[src/rtl/clk_div_pkg.sv]
// Shared types and default constants for the divide-by-4.5 clock monitor.
package clk_div_pkg;

  typedef enum logic [1:0] {
    IDLE,
    SEEK,
    MEAS,
    LOCKED
  } mon_state_t;

  localparam int unsigned DEF_INT_A   = 4;
  localparam int unsigned DEF_INT_B   = 5;
  localparam int unsigned DEF_LOCK_N  = 4;
  localparam int unsigned DEF_TIMEOUT = 16;

endpackage

[src/rtl/clk_div_monitor_edge_sampler.sv]
// Optional synchroniser stages plus the s/s_d pair; emits a one-cycle rise pulse.
module edge_sampler #(
  parameter int unsigned SYNC_STAGES = 0
) (
  input  logic clk,
  input  logic reset,
  input  logic din,
  output logic rise
);

  localparam int unsigned N = SYNC_STAGES + 2;

  logic [N-1:0] smp;
  logic [N-1:0] vld;

  always_ff @(posedge clk or negedge reset) begin
    if (!reset) begin
      smp <= '0;
      vld <= '0;
    end else begin
      smp <= {smp[N-2:0], din};
      vld <= {vld[N-2:0], 1'b1};
    end
  end

  // vld marks s_d as holding a real post-reset sample, so a level that is
  // already high when reset releases never looks like a rising edge.
  assign rise = smp[N-2] & ~smp[N-1] & vld[N-1];

endmodule

[src/rtl/clk_div_monitor.sv]
// Measures rising-edge intervals of a /4.5 clock, checks 4/5 alternation,
// reports lock, bad intervals and timeouts.
module clk_div_monitor
  import clk_div_pkg::*;
#(
  parameter int unsigned INT_A       = DEF_INT_A,
  parameter int unsigned INT_B       = DEF_INT_B,
  parameter int unsigned LOCK_N      = DEF_LOCK_N,
  parameter int unsigned TIMEOUT     = DEF_TIMEOUT,
  parameter int unsigned CW          = 8,
  parameter int unsigned EW          = 8,
  parameter int unsigned SYNC_STAGES = 0
) (
  input  logic          clk,
  input  logic          reset,
  input  logic          en,
  input  logic          div_in,
  output logic [CW-1:0] period,
  output logic          period_valid,
  output logic          locked,
  output logic          err,
  output logic [EW-1:0] err_count
);

  localparam int unsigned GW = $clog2(LOCK_N + 1);

  mon_state_t    state, state_nx;
  logic          rise;
  logic [CW-1:0] cnt, interval, expect_iv;
  logic          have_expect;
  logic [GW-1:0] good_cnt, good_inc;
  logic          measuring, edge_ev, good, bad, tmo;

  edge_sampler #(.SYNC_STAGES(SYNC_STAGES)) u_edge (
    .clk   (clk),
    .reset (reset),
    .din   (div_in),
    .rise  (rise)
  );

  always_comb begin
    interval  = cnt + 1'b1;
    measuring = en && (state == MEAS || state == LOCKED);
    edge_ev   = measuring && rise;
    good      = edge_ev && (have_expect ? (interval == expect_iv)
                                        : (interval == CW'(INT_A) || interval == CW'(INT_B)));
    bad       = edge_ev && !good;
    // An edge coinciding with saturation is judged as an interval, not a timeout.
    tmo       = measuring && !rise && (cnt == CW'(TIMEOUT));
    good_inc  = (good_cnt == GW'(LOCK_N)) ? good_cnt : good_cnt + 1'b1;

    state_nx = state;
    if (!en) begin
      state_nx = IDLE;
    end else begin
      case (state)
        IDLE:    state_nx = SEEK;
        SEEK:    if (rise) state_nx = MEAS;
        default: begin
          if (tmo)                                     state_nx = SEEK;
          else if (bad)                                state_nx = MEAS;
          else if (good && good_inc == GW'(LOCK_N))    state_nx = LOCKED;
        end
      endcase
    end
  end

  always_ff @(posedge clk or negedge reset) begin
    if (!reset) begin
      state        <= IDLE;
      cnt          <= '0;
      expect_iv    <= '0;
      have_expect  <= 1'b0;
      good_cnt     <= '0;
      period       <= '0;
      period_valid <= 1'b0;
      err          <= 1'b0;
      err_count    <= '0;
    end else begin
      state        <= state_nx;
      period_valid <= edge_ev;
      err          <= bad || tmo;
      if (edge_ev) period <= interval;
      if ((bad || tmo) && err_count != '1) err_count <= err_count + 1'b1;

      if (state == IDLE || rise)       cnt <= '0;
      else if (cnt != CW'(TIMEOUT))    cnt <= cnt + 1'b1;

      if (state_nx == IDLE || state_nx == SEEK || bad) good_cnt <= '0;
      else if (good)                                   good_cnt <= good_inc;

      // Every measured interval re-seeds the expectation; a bad one acts as a first interval.
      if (!measuring) begin
        have_expect <= 1'b0;
      end else if (edge_ev) begin
        have_expect <= 1'b1;
        if (interval == CW'(INT_A))      expect_iv <= CW'(INT_B);
        else if (interval == CW'(INT_B)) expect_iv <= CW'(INT_A);
        else                             have_expect <= 1'b0;
      end
    end
  end

  assign locked = (state == LOCKED);

endmodule

[config.mk]
export PLATFORM = sky130hd
export DESIGN_NAME = clk_div_monitor
export DESIGN_NICKNAME = d
export VERILOG_FILES = /design/src/rtl/clk_div_pkg.sv /design/src/rtl/clk_div_monitor_edge_sampler.sv /design/src/rtl/clk_div_monitor.sv
export SDC_FILE = /design/constraint.sdc
export NUM_CORES = 1
export LEC_CHECK = 0
export CELL_PAD_IN_SITES_DETAIL_PLACEMENT = 1
export CELL_PAD_IN_SITES_GLOBAL_PLACEMENT = 1
export CORE_MARGIN = 2
export CORE_UTILIZATION = 41
export CTS_BUF_LIST = sky130_fd_sc_hd__clkbuf_8
export DETAILED_ROUTE_END_ITERATION = 8
export PLACE_DENSITY = 0.8
export SLEW_MARGIN = 20
export SYNTH_ARGS = -nofsm -noshare
export SYNTH_HDL_FRONTEND = slang
export SYNTH_SLANG_ARGS = --single-unit
[constraint.sdc]
create_clock -name clk -period 2.3 [get_ports clk]
set_input_delay 0.575 -clock clk [delete_from_list [all_inputs] [get_ports clk]]
set_output_delay 0.575 -clock clk [all_outputs]
set_load 0.005 [all_outputs]
==> impl_summary.txt <==
----------------------------------------------------
[Clocking]
  Clk sink count ... 38
  Clk Latency, worst-skew pair ... 0.30 ns
  Clock buffer count from CTS ... 5
  H-tree levels ... 2
  Clock tree root buffer cell ... sky130_fd_sc_hd__clkbuf_8
  Count of hold buffers inserted by post-cts repair ... 0
  Clock tree from TritonCTS ... yes
  Maximum buffer depth of the clock tree ... 2
  Clock transition at the registers of the reported paths ... roughly 0.080 ns

[Hold path]
  Source of the worst hold timing path ... u_edge.vld[0]
  Hold EP ... u_edge.vld[1]
  Cells on Worst Hold Path ... 0
  Path class of the lowest-slack min-delay path ... register to register

[Critical path]
  FF-to-FF path depth ... 8
  Delay of the slowest critical-path stage ... about 0.38 ns
  CP Data Arrival Time ... 2.39 ns
  Flop2flop setup slack ... between 0.1 and 0.15 ns
  Master of the slowest instance on the critical path ... sky130_fd_sc_hd__dfrtp_1
  Worst r2r src ... cnt[0]
  Type of the setup path with the least slack ... register to register
  Data required time at the worst endpoint ... 2.49 ns
  Worst Setup End Kind ... register
  CP Launch Type ... register
  CP max FO ... 9
  Worst-path cell chain ... buf_4 -> inv_1 -> ha_1 -> and3b_1 -> a31oi_4 -> o32ai_4 -> a21oi_4 -> mux2_4
  Crit Reg-Reg Endpoint ... err_count[1]

[Power and ir drop]
  Leak Pwr ... 1.02 nW
  Clock Power Share ... 0.456
  Cell area power density ... 660 nW/µm²
  Design internal power ... 0.00121 W
  Relative contribution of sequential cells to total power ... 0.454
  Net switching power ... 0.000342 W
  Share of power burned in combinational logic ... 0.090
  Switch share ... 0.220
  Worst vdd ir ... 0.000436 V
  Final Power ... 0.00155 W

[Placement]
  Routability Congestion ... just under 0.8
  Count of input and output buffers ... 22
  Detailed-placement wirelength estimate ... 3140 µm

[STA]
  Endpoints failing setup ... 0
  Final hold viol count ... 0
  Final Skew ... 0.00913 ns
  Achievable frequency ... roughly 460 MHz
  Worst slew margin relative to its limit ... 0.614
  Actual slew at the worst max-slew pin ... 0.578 ns
  Max-slew violation total from the final report ... 0
  Portion of the clock cycle consumed by the worst path in the final layout ... 0.955
  Minimum period implied by the final worst setup slack ... 2.20 ns

[Synthesis]
  Commonest cells in the netlist ... sky130_fd_sc_hd__dfrtp_1, sky130_fd_sc_hd__nand2_1, sky130_fd_sc_hd__nor2_1, sky130_fd_sc_hd__xnor2_1, sky130_fd_sc_hd__o21ai_0
  Yosys Warn Count ... 0
  Most frequent cell after synthesis ... sky130_fd_sc_hd__dfrtp_1
  Share of synthesized area occupied by flip-flops and latches ... 0.512
  Biggest area consumer among synthesized cells ... sky130_fd_sc_hd__dfrtp_1
  Number of flops mapped to enable cells by yosys ... 0
  Fraction of synthesis flops using an asynchronous set or reset pin ... 1.00
  Syn Std Cell Area ... 1860 µm²
  Cells after Synth ... 173
  Area share of the largest cell type after synthesis ... 0.512
  Average cell area after synthesis ... 10.7 µm²
  Synthesis-stage register bit count ... 38
  Primary FF master, synth ... sky130_fd_sc_hd__dfrtp_1
  Yosys cell types ... 45
  Net count after synthesis ... 182
  Cell types with the largest area share after synthesis ... sky130_fd_sc_hd__dfrtp_1, sky130_fd_sc_hd__xnor2_1, sky130_fd_sc_hd__nand2_1

[Global route]
  Number of global-route vias before repair ... 1563
  Maximum number of pins on one net before global-route repair ... 39
  Global-route wire length before repair ... roughly 7700 µm
  Total track usage ... 0.197
  Remaining global-route overflow ... 0
  Antenna violations before repair ... 0

[Drt]
  Total routed wirelength ... roughly 4700 µm
  Via total after detailed routing ... 1444
  Routed length per instance ... roughly 18 µm
  Post-DRT Antenna Nets ... 0
  Number of iterations in the first detailed-routing pass ... 6
  Via density per instance ... 5.53
  Residual DRC count ... 0
  Detailed Route Iter0 Violations ... 70

[Die]
  Die boundary width ... 71.3 µm
  Die height ... 71.3 µm
  Area of the die ... between 5000 and 6000 µm²
  Number of rows created at floorplan ... 24
  Total I/O pin count ... 23
  Starting density of the core ... 0.427
  Core Area ... between 4000 and 5000 µm²

[Run status]
  Run status ... complete, no violations

[Finish]
  Layout cell share with drive strength beyond 1 ... 0.148
  Sequential Area ... 951 µm²
  Area taken by multi-input logic gates ... 880 µm²
  Final core utilization ... 0.541
  Area added between synthesis and finish ... 26.8%
  Nets ... 217
  Number of diodes ... 0
  Filler Cells Inserted ... 454

[Flow run]
  Count of maximum capacitance violations ... 0

----------------------------------------------------
==> timing repair <==
| item | 4_1_cts | 5_1_grt |
|---|---|---|
| gates resized for setup | 0 | 3 |
| buffers inserted | 0 | 3 |
| endpoints found under the setup margin | 0 | 10 |
==> cells by family after synthesis <==
logic type	Yosys count	synth area share
AOI/OAI and AO/OA	34	0.135
xor gates and xnor gates	16	0.0754
adders and majority gates	5	0.0337
buffers and inverters	10	0.0289
DFF	38	0.512
muxes	1	0.00808
other	1	0.00202
and+or+nand+nor	68	0.205
==> per-layer routing <==
layer  routed length [µm]  share of wire  GRT usage  up-vias
met1                 1860           0.40      0.222      731
met3                  164          0.035     0.0549       10
met4                  103          0.022     0.0671        0
li1                     -              -          -      676
met5                    0              0          0        -
met2                 2560           0.55      0.357       27
==> per-stage QoR <==
| stage | instances | setup TNS [ns] | hold WS (ns) | worst slack, ns | instance area, µm² |
|---|---|---|---|---|---|
| 6_report | 261 | 0 | 0.355 | 0.104 | 2360 |
| 5_1_grt | 261 | -0.0419 | 0.362 | -0.0239 | 2360 |
| 4_1_cts | 258 | 0 | 0.358 | 0.0393 | 2310 |
| 3_5_place_dp | 250 | 0 | 0.340 | 0.0601 | 2160 |
| 3_3_place_gp | 250 | 0 | 0.337 | 0.205 | 2160 |
| 2_1_floorplan | 173 | 0 | 0.279 | 0.146 | 1860 |
==> sequential cells by signal (all words and copies together), names as in the netlist <==
signal        count
u_edge.vld        2
err_count         8
period_valid      1
good_cnt          3
cnt               8
have_expect       1
err               1
u_edge.smp        2
period            8
state             2
expect_iv         2
==> cells in the final DEF, fill, tap and decap left out, drive strengths merged, types with 2 or more instances in the layout <==
master,count
nand4,5
nand3b,4
clkdlybuf4s50,22
and2,3
inv,6
ha,5
buf,10
a211o,2
a211oi,2
a21o,2
o31ai,2
and3,4
dfrtp,38
nor2,13
clkbuf,6
nand2,17
nand2b,3
nand3,7
o21ai,14
and4,2
xnor2,13
bufinv,2
xor2,3
a21oi,6
nor3,3
==> worst max-delay path, delay by kind of cell (launching register included) <==
family / cells / cell delay [ns]
compound gates: 3 / 0.66
flops: 1 / 0.38
mux: 1 / 0.33
buf+inv: 2 / 0.28
fa+ha+maj: 1 / 0.23
simple gates: 1 / 0.21
==> how the worst max path moves through the flow <==
stage | from | to | slack (ns)
CTS | cnt[0] | expect_iv[0] | 0.04
finish | cnt[0] | err_count[1] | 0.10
global placement | cnt[0] | err_count[1] | 0.21
floorplan | cnt[1] | err_count[1] | 0.15
global route | cnt[0] | err_count[4] | -0.02
detailed placement | cnt[0] | expect_iv[0] | 0.06
==> area by class of cell <==
type,instances,area share
multi-input cells,125,0.373
inverters,6,0.00956
repair buffers,32,0.125
clock inverters,2,0.0255
flip-flops and latches,38,0.404
well taps,52,0.0276
clock buffers,6,0.0351
==> power by group through the flow <==
stage	clock network, W	logic [W]	registers, W
2_1_floorplan	0	0.0000662	0.000716
3_3_place_gp	0	0.000126	0.000716
3_5_place_dp	0	0.000133	0.000719
4_1_cts	0.000720	0.000135	0.000706
5_1_grt	0.000749	0.000153	0.000709
6_report	0.000709	0.000139	0.000706
Note: power is estimated with default switching activity, not from simulation.
